==> config.mk <==
export PLATFORM = sky130hd
export DESIGN_NAME = sr_register_bank
export DESIGN_NICKNAME = d
export VERILOG_FILES = /design/src/rtl/sr_bank_pkg.sv /design/src/rtl/sr_cell.sv /design/src/rtl/sr_register_bank.sv
export SDC_FILE = /design/constraint.sdc
export NUM_CORES = 1
export LEC_CHECK = 0
export ABC_AREA = 1
export CORE_ASPECT_RATIO = 0.75
export CORE_MARGIN = 2
export CORE_UTILIZATION = 30
export DETAILED_ROUTE_END_ITERATION = 8
export SYNTH_ARGS = -nofsm -noshare
export SYNTH_HDL_FRONTEND = slang
export SYNTH_SLANG_ARGS = --single-unit
==> constraint.sdc <==
create_clock -name clk -period 0.8 [get_ports clk]
set_clock_uncertainty 0.1 [all_clocks]
set_input_delay 0.16 -clock clk [delete_from_list [all_inputs] [get_ports clk]]
set_output_delay 0.16 -clock clk [all_outputs]
set_load 0.01 [all_outputs]
==> src/rtl/sr_bank_pkg.sv <==
// Shared definitions for the SR register bank: conflict-mode encodings and a popcount helper.
package sr_bank_pkg;

  localparam int PRIO_SET    = 0;
  localparam int PRIO_RST    = 1;
  localparam int PRIO_HOLD   = 2;
  localparam int PRIO_TOGGLE = 3;

  typedef logic [1:0] sr_prio_t;

  // Covers any bank up to 32 channels; narrower vectors are zero-extended by the caller.
  function automatic logic [5:0] popcount(input logic [31:0] v);
    logic [5:0] c;
    c = '0;
    for (int i = 0; i < 32; i++) c = c + 6'(v[i]);
    return c;
  endfunction

endpackage

==> src/rtl/sr_cell.sv <==
// One SR channel: registered q / q_n plus one-cycle change and conflict pulses.
module sr_cell
  import sr_bank_pkg::*;
#(
  parameter sr_prio_t PRIORITY = sr_prio_t'(PRIO_SET)
) (
  input  logic clk,
  input  logic rst_n,
  input  logic en,
  input  logic s,
  input  logic r,
  output logic q,
  output logic q_n,
  output logic changed,
  output logic conflict
);

  logic q_nxt;
  logic conf_nxt;

  always_comb begin
    q_nxt    = q;
    conf_nxt = en & s & r;
    if (en) begin
      unique case ({s, r})
        2'b10: q_nxt = 1'b1;
        2'b01: q_nxt = 1'b0;
        2'b11: begin
          unique case (PRIORITY)
            sr_prio_t'(PRIO_SET):  q_nxt = 1'b1;
            sr_prio_t'(PRIO_RST):  q_nxt = 1'b0;
            sr_prio_t'(PRIO_HOLD): q_nxt = q;
            default:               q_nxt = ~q;
          endcase
        end
        default: q_nxt = q;
      endcase
    end
  end

  // q_n is its own flop so the complement never passes through a gate after q.
  always_ff @(posedge clk or negedge rst_n) begin
    if (!rst_n) begin
      q        <= 1'b0;
      q_n      <= 1'b1;
      changed  <= 1'b0;
      conflict <= 1'b0;
    end else begin
      q        <= q_nxt;
      q_n      <= ~q_nxt;
      changed  <= q_nxt ^ q;
      conflict <= conf_nxt;
    end
  end

endmodule

==> src/rtl/sr_register_bank.sv <==
// WIDTH-channel SR latch bank with selectable conflict resolution.
// Optional saturating conflict counter enabled by SR_BANK_CONFLICT_CNT_EN.
module sr_register_bank
  import sr_bank_pkg::*;
#(
  parameter int WIDTH    = 8,
  parameter int PRIORITY = 0,
  parameter int CNT_W    = 8
) (
  input  logic             clk,
  input  logic             rst_n,
  input  logic             en,
  input  logic [WIDTH-1:0] s,
  input  logic [WIDTH-1:0] r,
  output logic [WIDTH-1:0] q,
  output logic [WIDTH-1:0] q_n,
  output logic [WIDTH-1:0] changed,
  output logic [WIDTH-1:0] conflict,
  input  logic             cnt_clr,
  output logic [CNT_W-1:0] conflict_cnt
);

  for (genvar i = 0; i < WIDTH; i++) begin : g_cell
    sr_cell #(.PRIORITY(sr_prio_t'(PRIORITY))) u_cell (
      .clk      (clk),
      .rst_n    (rst_n),
      .en       (en),
      .s        (s[i]),
      .r        (r[i]),
      .q        (q[i]),
      .q_n      (q_n[i]),
      .changed  (changed[i]),
      .conflict (conflict[i])
    );
  end

`ifdef SR_BANK_CONFLICT_CNT_EN
  localparam int SUM_W = CNT_W + 6;
  localparam logic [SUM_W-1:0] CNT_MAX = {{6{1'b0}}, {CNT_W{1'b1}}};

  logic [WIDTH-1:0] conf_nxt;
  logic [SUM_W-1:0] sum;
  logic [CNT_W-1:0] cnt_nxt;

  // Same term each cell registers as its conflict pulse, counted one edge early.
  always_comb begin
    conf_nxt = {WIDTH{en}} & s & r;
    sum      = SUM_W'(conflict_cnt) + SUM_W'(popcount(32'(conf_nxt)));
    cnt_nxt  = (sum > CNT_MAX) ? {CNT_W{1'b1}} : sum[CNT_W-1:0];
  end

  always_ff @(posedge clk or negedge rst_n) begin
    if (!rst_n)       conflict_cnt <= '0;
    else if (cnt_clr) conflict_cnt <= '0;
    else              conflict_cnt <= cnt_nxt;
  end
`else
  logic unused_cnt_clr;
  assign unused_cnt_clr = cnt_clr;
  assign conflict_cnt   = '0;
`endif

endmodule

Word-level counts from Yosys, hierarchy flattened. Cells that the tools add are included. Widths: inputs -> output; s select.

Equality and inequality tests: 24. Multiplexer cells: 16. Bitwise logic cells: 32. Reductions and logical operators: 8.

Operators with widths (count): $eq 2x2->1 const B (16); $and 1x1->1 (16); $eq 2x1->1 const B (8); $pmux 1 s2 (8); $reduce_or 2->1 (8); $mux 1 (8); $not 1->1 (8); $xor 1x1->1 (8).

Bits in registers: 32. Bits of input ports: 20. Output and inout port bits: 40. Word-level logic and storage cells: 112.

Logic depth before layout (Yosys ltp). Gate-level depths: netlist (run 1).

Depth in word-level cells: 5. Gate-level depth with buffers: 5.

Cells and area by module. Synthesis (run 1) repeated with hierarchy kept, for this count alone.

Cell total of the unflattened synthesis: 121. Area, all modules: 1244.9 µm².

By module, submodules not included: sr_cell (times used 8, cells an instance 14, area an instance 147.6 µm²); sr_register_bank (times used 1, cells an instance 9, area an instance 63.8 µm²).

Worst setup path before layout (run 1). Ideal clock, no wire load.

Path kind: register -> output. Start point: register g_cell[0].u_cell.q_n. End point: output q_n[0]. Arrival: 0.594 ns. Required time: 0.540 ns. Path slack: -0.054 ns. Cell stages (with the launch flop): 2. Buffers on the path: 1. Path through: dfstp_2 -> buf_4.

RTL lines: start, declared (RTL line sr_cell.sv:13) `output logic q_n,`; start signal, assigned (RTL line sr_cell.sv:50) `q_n <= ~q_nxt;`; end, declared (RTL line sr_register_bank.sv:16) `output logic [WIDTH-1:0] q_n,`.

No word-level cell between the ends.

Worst setup path in the final report (run 1).
Start point: register g_cell[1].u_cell.q_n. End point: output q_n[1].

RTL lines (RTL line): start, declared (sr_cell.sv:13); start signal, assigned (sr_cell.sv:50).

No word-level cell between the ends.

==> reports/results.ini, run 1 <==
[route]
routedWlPerCell_um=10.6
detail_route.drc_violations=0
drtIter0Drc=18
num_vias=1007
wirelength_um=2630
drt-vias-per-instance=4.04
final_antenna_violating_net_count=0
detailedRoute.firstPassIterationCount=4

[clock_network]
tritoncts.num_buffers=5
ctsHoldBuffers=0
path_clk_slew_ns=0.06
tritoncts_num_sinks=32
clock_tree.buffer_depth=2
cts_htree_levels=2
clkLatencyLatePin_ns=0.27
cts-root-buf=clkbuf_8
cts_tree=built

[layout]
layout.filler_cells=486
antenna_cells_inserted=0
multi_input_gate_area_um2=380
mostFrequentLayoutCells=nand2_1, dfrtp_1, buf_2
postLayoutCellArea_um2=1990
synthToLayoutAreaGrowth_pct=34.1
seqCellArea_um2=811
finalNetCount=208
layoutNonFillerInstCount=249
final_util=0.413
final_layout_size_suffix_gt1_frac=0.429

[status]
failed_checks=negative setup slack
run_status=complete, but fails checks

[power_and_ir_drop]
finalPower_mw=3.93
irDropWorstVdd_mv=0.912
leak_nw=1.05
total_power_divided_by_cell_area_nw_per_um2=1970

[synth]
synth_register_bits=32
yosysSeqAreaShare=0.547
syn-cell-area_um2=1480
synthesis.area_per_instance_um2=9.50
yosysUniqueCellTypes=11
syn_inst_count=156
yosys_warnings=0

[worst_setup_path]
worstSetupPathType=register to primary output
worst_r2r_path_depth=3
timing.critical_path.required_ns=0.54
worst-path-max-fanout=1
crit_path_cell_trace=buf_6
crit_path_end_kind=primary output
critical_path.max_stage_delay_ns=0.53
cpMaxStageDelayCell=dfstp_2
critical_path.startpoint_type=register
crit_arrival_ns=0.90
critical_path.top_delay_family=flip-flops
worstReg2RegEnd=g_cell[0].u_cell.changed$_DFF_PN0_
reg2reg_slack_ns=-0.09
cp_num_buf_inv=1

[placed_design]
io_buffer_count=50
placed_cells=239
detailed_place.area_um2=1860
total_half_perimeter_wirelength_after_legalization_and_detailed_placement_um=1660
routabilityCongestion=0.711
dp_worst_setup_slack_ns=-0.508

[global_route]
first_global_vias=978
globalRouteTotalUtil=0.104
gr-total-overflow=0
grt_max_degree=33
antenna_found_initial=0
grt_pass1_wl_um=4390

[sta]
hold_viol=0
layout_worst_path_cycle_share=1.44
timing.hold.ws_ns=0.146
max_clock_freq_mhz=865
rsz0062_at_grt=yes
final_critical_path_time_including_i_o_delays_and_setup_ns=1.16
drv_slew=0
setup_violations=54
layout_setup_ws_ns=-0.355
setup_tns_ns=-9.21

[floorplanning]
boundaryPins=60
die_area_um2=5530
initial_utilization=0.308
core_region_area_um2=4820
die_w_um=85.2
num_rows=22
die_h_um=64.9

[worst_hold_path]
hold_class=primary input to asynchronous set/reset pin

[flow_run]
drv.max_cap_violation_count=0

==> Yosys cell counts <==
master / instances / area [um^2]
dfstp_2: 8 / 210
buf_2: 2 / 10.0
conb_1: 1 / 3.75
nand3b_1: 8 / 60.1
nand4_1: 8 / 50.1
nand2_1: 40 / 150
dfrtp_1: 24 / 601
buf_4: 41 / 308
inv_2: 6 / 22.5
inv_1: 10 / 37.5
nor2_1: 8 / 30.0
==> layer usage <==
| layer | vias up | share of wire | global-route usage |
|---|---|---|---|
| li1 | 491 | - | - |
| met2 | 40 | 0.48 | 0.172 |
| met1 | 471 | 0.42 | 0.120 |
| met3 | 5 | 0.095 | 0.0446 |
| met4 | 0 | 0.010 | 0.0417 |
| met5 | - | 0 | 0 |
==> cell type report <==
type                            count  share of cell area
Inverter                           16              0.0302
Multi-Input combinational cell     72               0.191
Sequential cell                    32               0.408
Tap cell                           60              0.0378
Timing Repair Buffer               61               0.288
Clock buffer                        8              0.0453
==> cell families after synthesis <==
kind of cell | after synthesis | synth area share
flops | 32 | 0.547
other cells | 1 | 0.00253
simple gates | 64 | 0.196
buf+inv | 59 | 0.255
==> power breakdown <==
| part | internal [mW] | total [mW] | switching, mW |
|---|---|---|---|
| Combinational | 0.451 | 0.842 | 0.391 |
| Sequential | 1.79 | 1.86 | 0.0630 |
| Clock | 0.700 | 1.23 | 0.528 |
==> repair_timing <==
| action | 4_1_cts | 5_1_grt |
|---|---|---|
| gates cloned | 1 | 0 |
| setup endpoints to repair | 64 | 56 |
| buffers inserted | 2 | 3 |
| resized for setup | 161 | 13 |
| pin swaps | 13 | 15 |
==> worst max path at each step <==
| stage | startpoint | end | slack [ns] | cells past startpoint |
|---|---|---|---|---|
| 5_1_grt | g_cell[1].u_cell.q_n$_DFF_PN1_ | q_n[1] | -0.40 | 1 |
| 6_report | g_cell[1].u_cell.q_n$_DFF_PN1_ | q_n[1] | -0.36 | 1 |
| 3_3_place_gp | en | register | -0.50 | 5 |
| 3_5_place_dp | en | register | -0.51 | 5 |
| 4_1_cts | g_cell[6].u_cell.q_n$_DFF_PN1_ | q_n[6] | -0.37 | 1 |
| 2_1_floorplan | g_cell[0].u_cell.q_n$_DFF_PN1_ | q_n[0] | -0.05 | 1 |
(Power assumes the default switching activity.)
==> run 2: changes to the inputs <==
--- a/config.mk
+++ b/config.mk
@@ -10,6 +10,7 @@
 export CORE_MARGIN = 2
 export CORE_UTILIZATION = 30
 export DETAILED_ROUTE_END_ITERATION = 8
+export HOLD_SLACK_MARGIN = 0.02
 export SYNTH_ARGS = -nofsm -noshare
 export SYNTH_HDL_FRONTEND = slang
 export SYNTH_SLANG_ARGS = --single-unit
==> results of run 2 <==
Final layout, timing and power as in run 1 (identical DEF).
